===== src/rtl/fetch_ctrl.sv =====
// fetch_ctrl: owns the fetch PC, accepts icache hits into an in-order decode queue, handles redirects.
// Rev 1.0
`default_nettype none

module fetch_ctrl #(
    parameter int          DEPTH    = 4,
    parameter logic [63:0] RESET_PC = 64'h0
) (
    input  logic        clk,
    input  logic        rst_n,
    input  logic        fetch_en,
    output logic [63:0] pc,
    output logic        fetch_req,
    input  logic        inst_valid,
    input  logic        inst_compressed,
    input  logic [31:0] inst,
    input  logic        request,
    input  logic        redirect_valid,
    input  logic [63:0] redirect_pc,
    output logic        dec_valid,
    output logic [63:0] dec_pc,
    output logic [31:0] dec_inst,
    output logic        dec_compressed,
    input  logic        dec_ready,
    output logic [31:0] miss_cycles,
    output logic [31:0] inst_count
);

    localparam int            PW      = $clog2(DEPTH);
    localparam int            CW      = PW + 1;
    localparam logic [CW-1:0] DEPTH_C = CW'(DEPTH);

    typedef enum logic [1:0] {
        IDLE = 2'd0,
        RUN  = 2'd1,
        MISS = 2'd2
    } state_t;

    state_t          state;
    logic [PW-1:0]   head;
    logic [PW-1:0]   tail;
    logic [CW-1:0]   count;
    logic [63:0]     q_pc   [DEPTH];
    logic [31:0]     q_inst [DEPTH];
    logic            q_comp [DEPTH];
    logic            accept;
    logic            pop;
    logic            unused_redirect_lsb;

    assign unused_redirect_lsb = redirect_pc[0];

    // Full check uses the count at cycle start, so a same-cycle pop never frees a slot.
    assign fetch_req      = (state != IDLE) && (count < DEPTH_C);
    assign accept         = fetch_req && inst_valid && !redirect_valid;
    assign dec_valid      = (count != '0);
    assign pop            = dec_valid && dec_ready;
    assign dec_pc         = q_pc[head];
    assign dec_inst       = q_inst[head];
    assign dec_compressed = q_comp[head];

    always_ff @(posedge clk) begin
        if (accept) begin
            q_pc[tail]   <= pc;
            q_inst[tail] <= inst;
            q_comp[tail] <= inst_compressed;
        end
    end

    always_ff @(posedge clk or negedge rst_n) begin
        if (!rst_n) begin
            state       <= IDLE;
            pc          <= RESET_PC;
            head        <= '0;
            tail        <= '0;
            count       <= '0;
            miss_cycles <= '0;
            inst_count  <= '0;
        end else begin
            if (state == MISS && miss_cycles != '1) begin
                miss_cycles <= miss_cycles + 32'd1;
            end
            if (accept) begin
                inst_count <= inst_count + 32'd1;
            end

            if (redirect_valid) begin
                // Flush wins over any same-cycle push or pop.
                pc    <= {redirect_pc[63:1], 1'b0};
                head  <= '0;
                tail  <= '0;
                count <= '0;
                if (state != IDLE) begin
                    state <= RUN;
                end
            end else begin
                if (accept) begin
                    pc   <= pc + (inst_compressed ? 64'd2 : 64'd4);
                    tail <= tail + PW'(1);
                end
                if (pop) begin
                    head <= head + PW'(1);
                end
                count <= count + CW'(accept) - CW'(pop);

                case (state)
                    IDLE: begin
                        if (fetch_en) state <= RUN;
                    end
                    RUN: begin
                        if (!fetch_en)
                            state <= IDLE;
                        else if (fetch_req && !inst_valid && request)
                            state <= MISS;
                    end
                    MISS: begin
                        if (!fetch_en)
                            state <= IDLE;
                        else if (inst_valid || !request)
                            state <= RUN;
                    end
                    default: state <= IDLE;
                endcase
            end
        end
    end

endmodule

`default_nettype wire


===== config.mk =====
export PLATFORM = sky130hd
export DESIGN_NAME = fetch_ctrl
export DESIGN_NICKNAME = d
export VERILOG_FILES = /design/src/rtl/fetch_ctrl.sv
export SDC_FILE = /design/constraint.sdc
export NUM_CORES = 1
export LEC_CHECK = 0
export CORE_MARGIN = 4
export CORE_UTILIZATION = 40
export CTS_BUF_LIST = sky130_fd_sc_hd__clkbuf_4 sky130_fd_sc_hd__clkbuf_8
export CTS_CLUSTER_SIZE = 16
export DETAILED_ROUTE_END_ITERATION = 10
export GPL_ROUTABILITY_DRIVEN = 0
export GPL_TIMING_DRIVEN = 0
export PLACE_DENSITY = 0.65
export SLEW_MARGIN = 20
export SYNTH_ARGS = -nofsm -noshare
export SYNTH_HDL_FRONTEND = slang
export SYNTH_SLANG_ARGS = --single-unit

===== constraint.sdc =====
create_clock -name clk -period 3.9 [get_ports clk]
set_clock_uncertainty 0.15 [all_clocks]
set_input_delay 0.78 -clock clk [delete_from_list [all_inputs] [get_ports clk]]
set_output_delay 0.78 -clock clk [all_outputs]
set_load 0.01 [all_outputs]

==> results.tsv <==
metric	value	unit
Initial Util	0.404	
DRC viols	0	
Hold Slack	0.326	ns
CP max FO	10	
crit-path cells	clkbuf_2 > buf_2 > mux4_2 > clkdlybuf4s50_1	
synth unique cells	63	
initial antenna violation count	11	
Syn Inst Count	1302	
root buf cell	clkbuf_8	
period utilisation layout	0.959	
H-tree levels	3	
global-route wire length before repair	86800	microns
die height	239	microns
crit path DAT	2.81	ns
Top-Level Pins	331	
gr usage total	0.201	
first drt pass iteration count	5	
most common flop cell mapped by yosys	edfxtp_1	
Mapped Area	0.0213	sq mm
most common cell after layout, fill and taps aside	edfxtp_1	
Worst Setup Slack, final	0.159	ns
number of synthesized flops with an enable pin	384	
CTS tree	done	
CP Class	flop to output port	
number of vias per cell	5.39	
RSZ-0062 raised after global routing	false	
Worst slew margin	0.324	
Async S/R FF share, synth	0.262	
Max Cap Violations	0	
static leakage	9.47	nW
worst vdd ir	0.000220	V
Filler Cell Count	4309	
sequential element share of the synthesized area	0.702	
Slowest cell on crit path	dfrtp_2	
DRT iter0 DRCs	915	
cts bufs inserted	87	
Max Root-Sink Buffers	3	
Synth Register Bits	520	
CP endpoint kind	output port	
IO Port Bufs	325	
Hold Crit Class	flop to flop	
hpwl dp	39800	microns
pre-CTS WS	-0.591	ns
DR WL/cell	23.2	microns
GRT overflow	0	
critical path launch point type	flop	
CP max stage delay	0.55	ns
area delta synth->final	29.6	%
Syn Area/Cell	16.3	sq um
vias in the first global route	13900	
Final Instance Count excl. Fillers	2494	
yosys warns	0	
final core occ	0.524	
setup TNS	0	ns
Power Dens Cells	522	mW/mm^2
critical path data required time	2.97	ns
most frequent cells in the layout	384 x edfxtp_1, 324 x clkdlybuf4s50_1, 134 x dfrtp_1, 96 x mux4_2, 93 x clkbuf_8	
Layout Nets	1843	
DIE AREA	0.0570	sq mm
Clock transition at path regs	0.06	ns
Worst-Margin Slew	1.00	ns
largest net degree at the start of global routing	70	
Die X	239	microns
post-route antenna net violation count	0	
Fmax	0.267	GHz
Max Slew Vio Count	0	
DRT Wirelength	57900	microns
placed cells	2325	
final hold violations	0	
clk_lat worst skew	0.65	ns
CTS sink cnt	520	
Final setup viols	0	
crit path time final	3.74	ns
share of cells above drive strength 1	0.168	
Core Box Area	0.0527	sq mm
routed vias	13400	
FP Rows	84	
status	complete, no violations	
critical path, delay by kind of cell, from the launching register on:
family	cells	cell delay, ns
buf+inv	3	1.27
flops	1	0.55
mux	1	0.35
power breakdown:
part	internal (W)	switching (W)	total (W)
sequential	0.00619	0.000268	0.00646
combinational	0.00163	0.00131	0.00294
clock	0.00283	0.00216	0.00499
total	0.0107	0.00374	0.0144
logic make-up (layout without fill, tap and decap cells):
kind of cell	Yosys count	count (layout)	synth area share
compound gates	112	112	0.0324
xor+xnor	92	92	0.0379
fa+ha+maj	12	12	0.00776
buf+inv	78	574	0.0152
flops	520	520	0.702
mux	99	99	0.103
other cells	1	9	0.000176
simple gates	388	388	0.102
metrics by stage:
step	total power, W	cell area, sq um
floorplan	0.00795	21300
global placement	0.00947	25400
detailed placement	0.00952	25700
CTS	0.0146	27600
global route	0.0151	27600
finish	0.0144	27600
cell type report:
cell class | instances | area (sq um) | area share
Sequential cell | 520 | 14900 | 0.541
Multi-Input combinational cell | 705 | 6050 | 0.219
Timing Repair Buffer | 337 | 3530 | 0.128
Clock buffer | 123 | 1510 | 0.0546
Tap cell | 688 | 861 | 0.0312
Clock inverter | 38 | 310 | 0.0112
Buffer | 51 | 280 | 0.0102
Inverter | 25 | 93.8 | 0.00340
Antenna cell | 7 | 17.5 | 0.000635
per-layer routing:
layer,vias up,global-route usage,share of wire
li1,6025,-,-
met1,6836,0.262,0.40
met2,476,0.319,0.48
met3,88,0.0733,0.097
met4,10,0.0633,0.022
met5,-,0,0.0015
cells in the mapped netlist (all sizes together), types with 4 or more instances:
| cell type | instances | area (sq um) |
|---|---|---|
| o31ai | 15 | 113 |
| o21ai | 45 | 225 |
| or4 | 20 | 154 |
| inv | 25 | 93.8 |
| a31oi | 35 | 219 |
| nor2 | 62 | 233 |
| nand4 | 59 | 397 |
| a21oi | 6 | 30.0 |
| nor2b | 4 | 25.0 |
| clkbuf | 31 | 116 |
| or3 | 19 | 120 |
| and3 | 29 | 183 |
| ha | 10 | 125 |
| nand3 | 37 | 190 |
| mux4 | 96 | 2160 |
| edfxtp | 384 | 11500 |
| and4 | 17 | 149 |
| or2 | 4 | 25.0 |
| dfrtp | 136 | 3400 |
| nand3b | 4 | 30.0 |
| and2 | 8 | 50.1 |
| xnor2 | 54 | 473 |
| buf | 22 | 114 |
| nor3 | 22 | 110 |
| nand2 | 76 | 288 |
| nor4 | 16 | 106 |
| xor2 | 38 | 333 |
final timing paths:
| check | end | slack, ns | depth (start not counted) | start |
|---|---|---|---|---|
| setup reg to reg | pc[27] | 0.63 | 9 | pc[1] |
| setup / recovery | dec_pc[60] | 0.16 | 4 | head[1] |
| min in group asynchronous | miss_cycles[29] | 0.52 | 2 | rst_n |
| hold / removal | inst_count[31] | 0.33 | 1 | inst_count[31] |
| hold reg to reg | inst_count[31] | 0.33 | 1 | inst_count[31] |
| max in group asynchronous | head[0] | 2.30 | 3 | rst_n |
repair_timing:
action,CTS,global route
gates resized for setup,30,4
hold endpoints to repair,67,0
endpoints found under the setup margin,96,10
setup buffers,2,0
hold buffers,1,0
state kept, by name (all words and copies together) (netlist names):
| signal | count |
|---|---|
| q_comp | 4 |
| head | 2 |
| inst_count | 32 |
| q_pc | 252 |
| q_inst | 128 |
| pc | 63 |
| miss_cycles | 32 |
| count | 3 |
| state | 2 |
| tail | 2 |
Power figures use the tool's default switching activity.
